==> config.mk <==
export PLATFORM = sky130hd
export DESIGN_NAME = jogo_memoria_param
export DESIGN_NICKNAME = d
export VERILOG_FILES = /design/src/rtl/jogo_memoria_param.sv
export SDC_FILE = /design/constraint.sdc
export NUM_CORES = 1
export LEC_CHECK = 0
export ABC_AREA = 1
export BUFFER_PORTS_ARGS = -buffer_cell sky130_fd_sc_hd__clkbuf_2
export CORE_ASPECT_RATIO = 1.25
export CORE_MARGIN = 3
export CORE_UTILIZATION = 40
export DETAILED_ROUTE_END_ITERATION = 8
export SLEW_MARGIN = 20
export SYNTH_ARGS = -nofsm -noshare
export SYNTH_HDL_FRONTEND = slang
export SYNTH_SLANG_ARGS = --single-unit
==> constraint.sdc <==
create_clock -name clock -period 2.4 [get_ports clock]
set_input_delay 0.36 -clock clock [delete_from_list [all_inputs] [get_ports clock]]
set_output_delay 0.36 -clock clock [all_outputs]
set_load 0.005 [all_outputs]
==> src/rtl/jogo_memoria_param.sv <==
// Sequence-memory game: replays a growing one-hot sequence on the LEDs, then
// checks the player's presses against it, with a per-play timeout.
module jogo_memoria_param #(
  parameter int N_BOTOES  = 4,
  parameter int N_RODADAS = 16,
  parameter int TIMEOUT   = 5000,
  parameter int T_MOSTRA  = 1000
) (
  input  logic                clock,
  input  logic                reset,
  input  logic                iniciar,
  input  logic [N_BOTOES-1:0] botoes,
  output logic [N_BOTOES-1:0] leds,
  output logic                pronto,
  output logic                ganhou,
  output logic                perdeu,
  output logic                db_timeout,
  output logic                db_igual,
  output logic [3:0]          db_estado,
  output logic [5:0]          db_rodada,
  output logic [5:0]          db_contagem
);

  localparam int TW = (TIMEOUT > 1) ? $clog2(TIMEOUT) : 1;
  localparam int SW = (T_MOSTRA > 1) ? $clog2(T_MOSTRA) : 1;

  typedef enum logic [3:0] {
    INICIAL     = 4'd0,
    PREPARA     = 4'd1,
    MOSTRA_ON   = 4'd2,
    MOSTRA_OFF  = 4'd3,
    ESPERA      = 4'd4,
    COMPARA     = 4'd5,
    FIM_RODADA  = 4'd6,
    FIM_GANHOU  = 4'd7,
    FIM_PERDEU  = 4'd8,
    FIM_TIMEOUT = 4'd9
  } estado_t;

  estado_t             estado;
  logic [5:0]          rodada;
  logic [5:0]          contagem;
  logic [TW-1:0]       tmr;
  logic [SW-1:0]       shw;
  logic [N_BOTOES-1:0] jogada_reg;
  logic                prev_or;
  logic                igual;
  logic                jogada;
  logic [N_BOTOES-1:0] esperado;

  // A play is only the rising edge of "any button"; a held button never re-triggers.
  assign jogada   = (|botoes) & ~prev_or;
  assign esperado = {{(N_BOTOES-1){1'b0}}, 1'b1} << (contagem % 6'(N_BOTOES));

  always_ff @(posedge clock or posedge reset) begin
    if (reset) begin
      estado     <= INICIAL;
      rodada     <= '0;
      contagem   <= '0;
      tmr        <= '0;
      shw        <= '0;
      jogada_reg <= '0;
      prev_or    <= 1'b0;
      igual      <= 1'b0;
    end else begin
      prev_or <= |botoes;
      case (estado)
        INICIAL: if (iniciar) estado <= PREPARA;
        PREPARA: begin
          rodada   <= '0;
          contagem <= '0;
          igual    <= 1'b0;
          shw      <= '0;
          estado   <= MOSTRA_ON;
        end
        MOSTRA_ON: begin
          if (shw == SW'(T_MOSTRA - 1)) begin
            shw    <= '0;
            estado <= MOSTRA_OFF;
          end else begin
            shw <= shw + 1'b1;
          end
        end
        MOSTRA_OFF: begin
          if (shw == SW'(T_MOSTRA - 1)) begin
            shw <= '0;
            if (contagem == rodada) begin
              contagem <= '0;
              tmr      <= '0;
              estado   <= ESPERA;
            end else begin
              contagem <= contagem + 6'd1;
              estado   <= MOSTRA_ON;
            end
          end else begin
            shw <= shw + 1'b1;
          end
        end
        ESPERA: begin
          // A press landing in the last timeout cycle still counts as a play.
          if (jogada) begin
            jogada_reg <= botoes;
            estado     <= COMPARA;
          end else if (tmr == TW'(TIMEOUT - 1)) begin
            estado <= FIM_TIMEOUT;
          end else begin
            tmr <= tmr + 1'b1;
          end
        end
        COMPARA: begin
          igual <= (jogada_reg == esperado);
          if (jogada_reg != esperado) begin
            estado <= FIM_PERDEU;
          end else if (contagem < rodada) begin
            contagem <= contagem + 6'd1;
            tmr      <= '0;
            estado   <= ESPERA;
          end else begin
            estado <= FIM_RODADA;
          end
        end
        FIM_RODADA: begin
          if (rodada == 6'(N_RODADAS - 1)) begin
            estado <= FIM_GANHOU;
          end else begin
            rodada   <= rodada + 6'd1;
            contagem <= '0;
            shw      <= '0;
            estado   <= MOSTRA_ON;
          end
        end
        FIM_GANHOU, FIM_PERDEU, FIM_TIMEOUT: if (iniciar) estado <= PREPARA;
        default: estado <= INICIAL;
      endcase
    end
  end

  always_comb begin
    leds = botoes;
    if (estado == MOSTRA_ON)       leds = esperado;
    else if (estado == MOSTRA_OFF) leds = '0;
  end

  assign pronto      = (estado == FIM_GANHOU) || (estado == FIM_PERDEU) || (estado == FIM_TIMEOUT);
  assign ganhou      = (estado == FIM_GANHOU);
  assign perdeu      = (estado == FIM_PERDEU) || (estado == FIM_TIMEOUT);
  assign db_timeout  = (estado == FIM_TIMEOUT);
  assign db_igual    = igual;
  assign db_estado   = estado;
  assign db_rodada   = rodada;
  assign db_contagem = contagem;

endmodule

# [Word-level counts from Yosys, hierarchy flattened]
# Cells that the tools add are included.
[word_totals] ff_bits=45 latchBits=0 ramBits=0 mem_bits_ro=0 input_bits=7 out_inout_bits=25 word_cells=90 n_memories=0
[op_classes] addsub=4 multipliers=0 n_div=0 n_lt_le_gt_ge=1 eq_ne=25 n_shift=1 muxes=31 n_bitwise=2 n_reduce_logical=18
[ops] cell="two-way mux 13 bit" n=6
[ops] cell="one-hot mux 13 bit (3 select lines)" n=1
[ops] cell="two-way mux 6 bit" n=6
[ops] cell="two-way mux 4 bit" n=8
[ops] cell="one-hot mux 10 bit (3 select lines)" n=1
[ops] cell="one-hot mux 4 bit (7 select lines)" n=1
[ops] cell="one-hot mux 6 bit (4 select lines)" n=1
[ops] cell="two-way mux 10 bit" n=2
[ops] cell="== test 4 x 3 -> 1 bit (second input constant)" n=4
[ops] cell="inequality test 2 bit (second input constant)" n=8
[ops] cell="adder 13 x 1 -> 13 bit (second input constant)" n=1
[ops] cell="== test 13 bit (second input constant)" n=1
[ops] cell="adder 6 x 1 -> 6 bit (second input constant)" n=2
[ops] cell="one-hot mux 6 bit (2 select lines)" n=1
[ops] cell="adder 10 x 1 -> 10 bit (second input constant)" n=1
[ops] cell="== test 10 bit (second input constant)" n=1
[ops] cell="== test 4 x 2 -> 1 bit (second input constant)" n=2
[ops] cell="== test 4 bit (second input constant)" n=2
[ops] cell="OR reduction 4 bit" n=2
[ops] cell="AND reduction 7 bit" n=1
[ops] cell="== test 6 x 4 -> 1 bit (second input constant)" n=1
[ops] cell="== test 6 bit" n=1
[ops] cell="less-than comparator 6 bit" n=1
[ops] cell="two-way mux 3 bit" n=2
[ops] cell="19 further kinds" n=25

# [Depth between registers and ports, before layout]
[logic_depth] ltp_word=4 mapped_depth=14 mapped_depth_nobuf=13

# [Worst setup path before layout]
# Ideal clock, no wire load.
[synth_path] kind="register -> register" from="register rodada[5], in the netlist db_rodada[5]" to="register tmr[5]" setup_time_ns=0.117 t_arrival_ns=1.660 required_ns=2.283 slack_ns=0.624 stages_incl_launch_ff=13 path_buffers=1 period_less_slack_ns=1.776 path_cell_list="dfrtp_1 > inv_1 > ha_1 > nand2_1 > nor2_1 > nand3_1 > nand2_1 > nand2_1 > a21oi_4 > nand2_4 > buf_6 > nand2_1 > nand2_1"
[synth_between] elab_chain_len=3 word_cells_on_any_way=5 classes_between="1 x order compare; 3 x eq/ne; 1 x reduce/logical"
[synth_rtl] item="start, declared" line_no="41" text="logic [5:0] rodada;"
[synth_rtl] item="start signal, assigned" line_no="126" text="rodada <= rodada + 6'd1;"
[synth_rtl] item="less-than comparator 6 bit or == test 6 bit (tied branches)" line_no="114, 87"
[synth_rtl] item="inequality test 2 bit (no line)"
[synth_rtl] item="AND reduction 7 bit (no line) *"
[synth_rtl] item="end signal, assigned" line_no="107" text="tmr <= tmr + 1'b1;"
[synth_rtl] item="end, declared" line_no="43" text="logic [TW-1:0] tmr;"
# Mark *: on every way between the ends. The rest lies on a longest branch, timed or not.
# A chain may end at the register's enable or synchronous reset.

# [Final worst setup path]
[layout_path] from="register contagem[0], in the netlist db_contagem[0]" to="register contagem[4], in the netlist db_contagem[4]"
[layout_between] elab_chain_len=4 word_cells_on_any_way=13 classes_between="1 x add/sub; 1 x order compare; 4 x eq/ne; 1 x shift; 5 x mux; 1 x reduce/logical"
[layout_rtl] item="start, declared" line_no="42" text="logic [5:0] contagem;"
[layout_rtl] item="start signal, assigned" line_no="92" text="contagem <= contagem + 6'd1;"
[layout_rtl] item="start signal, assigned" line_no="115" text="contagem <= contagem + 6'd1;"
[layout_rtl] item="adder 6 x 1 -> 6 bit (tied with other cells)" line_no="92, 115"
[layout_rtl] item="two-way mux 6 bit (tied with other cells)" line_no="114" text="end else if (contagem < rodada) begin"
[layout_rtl] item="two-way mux 6 bit (tied with other cells)" line_no="112" text="if (jogada_reg != esperado) begin"
[layout_rtl] item="one-hot mux 6 bit (4 select lines) or AND reduction 5 bit (tied branches)"
# Several ways; a longest one is shown, not always the timed one. The select of a mux whose other input is x is not followed.

==> results by group <==
Layout
  • Synth-to-Final Area Change: 13.3%
  • # diodes: 0
  • Largest regs: tmr (13), shw (10)
  • Max reg flops: 13
  • Most frequent cells in the layout: nand2_1 (129), inv_1 (67), nor2_1 (50)
  • Fin nets: 509
  • Fraction of layout cells with a size suffix above 1: 0.129
  • Top reg by flops: tmr
  • Commonest non-fill, non-tap cell in the layout: nand2_1

Run status
  • Status: complete, no violations

Power
  • VDD IR max: 444 µV
  • Total Power: 2.91 mW
  • P_leak: 1.81 nW
  • PwrDens: 835 nW/µm²

Setup path
  • R2R setup slack: between 0.2 and 0.3 ns
  • WP data arrival: 2.29 ns
  • R2r startpoint: db_contagem[0]
  • CP Launch Type: flip-flop
  • Worst Reg-to-Reg Cells: 13
  • WP data required: approximately 2.6 ns
  • Setup crit end kind: flip-flop
  • CP max FO: 7
  • Reg2reg end: db_contagem[4]
  • Crit Path Category: reg2reg

CTS
  • Post-CTS Setup Inserts: 0
  • Root buf cell: clkbuf_8
  • H-tree levels: 2
  • Worst-case clock buffer depth: 2
  • Latest clock arrival within the worst-skew pair: 0.30 ns
  • CTS Sinks: 45
  • Inserted Clock Buffers: 5
  • CTS resizes: 0
  • Clock transition at path regs: 0.09 ns
  • TritonCTS clock tree: yes
  • Hold-fix buffers, CTS: 0

Routing
  • DR iter-0 viols: approximately 190
  • Final WL: 7460 µm
  • DR DRC count: 0
  • Antenna Nets Post-Route: 0
  • Via count: approximately 2900
  • Vias per Instance: 5.05
  • WL/cell: 12.8 µm
  • DR pass1 iterations: 4

Synthesis
  • Top cell type's share of synthesized area: 0.365
  • Largest area contributor in the netlist: dfrtp_1
  • Top FF cell, synth: dfrtp_1
  • Synth unique cells: 30
  • Register area share after synthesis: 0.365
  • Post-Syn Nets: 469
  • Post-synth EDFFs: 0
  • Flops & latches, synth: 45
  • Synth warn: 0
  • Ys async rst share: 1.00
  • Mean Syn Cell Area: 6.86 µm²
  • Ranking of synthesized cells by area: dfrtp_1 (37%), nand2_1 (16%), inv_1 (8.3%), nand3_1 (7.5%), nor2_1 (6.1%)
  • Post-Synthesis Cells: 449
  • Mapped cell area: just over 3000 µm²

STA
  • RSZ-0062 raised after global routing: false
  • Final Cycle Share: 0.876
  • Actual slew at the worst max-slew pin: 0.525 ns
  • Maximum achievable frequency: 0.476 GHz
  • Clk_skew: 0.00494 ns
  • Slew Limit Fails: 0
  • Worst Hold Slack: 0.0677 ns
  • Post-layout minimum cycle time: 2.10 ns
  • Total Negative Setup Slacks: 0 ns
  • Max-slew headroom: 0.650
  • Hold Fails Final Rpt: 0
  • Final Setup Violations: 0

Die
  • Die Ht: 104 µm
  • Starting density of the core: 0.414
  • Core Region: 7440 µm²
  • Chip Width: 84.5 µm
  • Std-Cell Rows: 35
  • Die area: 8800 µm²
  • Io pins: 32

GRT
  • First-pass GRT wire length: 13000 µm
  • Vias in the first global route: 2789
  • Total grt overflow: 0
  • Largest net degree at the start of global routing: 25
  • Total GRT Usage: 0.176
  • Initial antenna violation count: 0

Run
  • Maximum capacitance violations: 0

Place
  • PortBufs: 31
  • Routability Congestion: roughly 0.84
  • Hpwl dp: about 5800 µm

Hold path
  • Worst min path class: in2async
[worst max-delay path, stage by stage, from the launching register on]
cell,delay (ns)
dfrtp_1,0.47
inv_1,0.12
ha_1,0.24
nand2_1,0.08
nand2_1,0.05
nor2_1,0.17
nand2_1,0.07
nand2_1,0.09
nand2_1,0.07
nor2_2,0.22
buf_4,0.22
nand2_4,0.08
nand2_1,0.07
nand2_1,0.06
[final cells by class]
class,instances,area (µm²)
fill,807,3950
tap,92,115
multi-input combinational,326,1640
clock inverter,1,30.0
sequential,45,1130
clock buffer,7,86.3
timing repair buffer,38,220
inverter,73,274
[cells in the mapped netlist (2+ instances only)]
master,number
nor2_4,2
ha_1,13
nand4_1,7
a21oi_4,2
nand2_4,2
nand2_2,2
nor3_1,12
inv_2,4
o22ai_1,4
buf_4,2
dfrtp_1,45
a21oi_1,12
xor2_1,6
nor2_2,3
nor3b_1,3
inv_1,68
nand3_1,46
buf_6,2
nand2_1,129
nor2_1,50
o21ai_0,26
[worst max-delay path by stage]
stage                        start              to  slack, ns  cells after the start
detailed placement  db_contagem[1]  db_contagem[4]       0.29                     13
finish              db_contagem[0]  db_contagem[4]       0.30                     13
floorplan             db_rodada[5]          tmr[5]       0.62                     12
global placement    db_contagem[1]  db_contagem[4]       0.29                     13
CTS                 db_contagem[1]  db_contagem[4]       0.26                     13
global route        db_contagem[0]  db_contagem[4]        0.1                     14
[stage by stage]
step	setup slack [ns]	std cells	utilization	cell area, µm²
after floorplan	0.624	449	-	3080
after global placement	0.290	574	0.453	3370
after detailed placement	0.292	574	0.453	3370
after CTS	0.263	582	0.469	3490
after global routing	0.0980	582	0.469	3490
final	0.299	582	0.469	3490
[layer usage]
metal / part of all wire / wire [µm] / global-route usage / vias up
met5: 0 / 0 / 0 / -
met4: 0.0025 / 19 / 0.0520 / 0
met3: 0.034 / 251 / 0.0261 / 4
met2: 0.52 / 3870 / 0.303 / 57
met1: 0.44 / 3320 / 0.225 / 1377
li1: - / - / - / 1500
[power breakdown]
group          internal (mW)  leakage (nW)  switching, mW
logic                  0.446          1.14          0.894
clock network          0.340        0.0585          0.270
registers              0.849         0.611          0.115
[logic make-up after synthesis]
kind of cell	after synthesis	share of synthesized area
AOI/OAI and AO/OA	47	0.0877
buffers and inverters	78	0.103
xor gates and xnor gates	7	0.0199
and+or+nand+nor	259	0.371
DFF	45	0.365
adders and majority gates	13	0.0528
(Power assumes the default switching activity.)
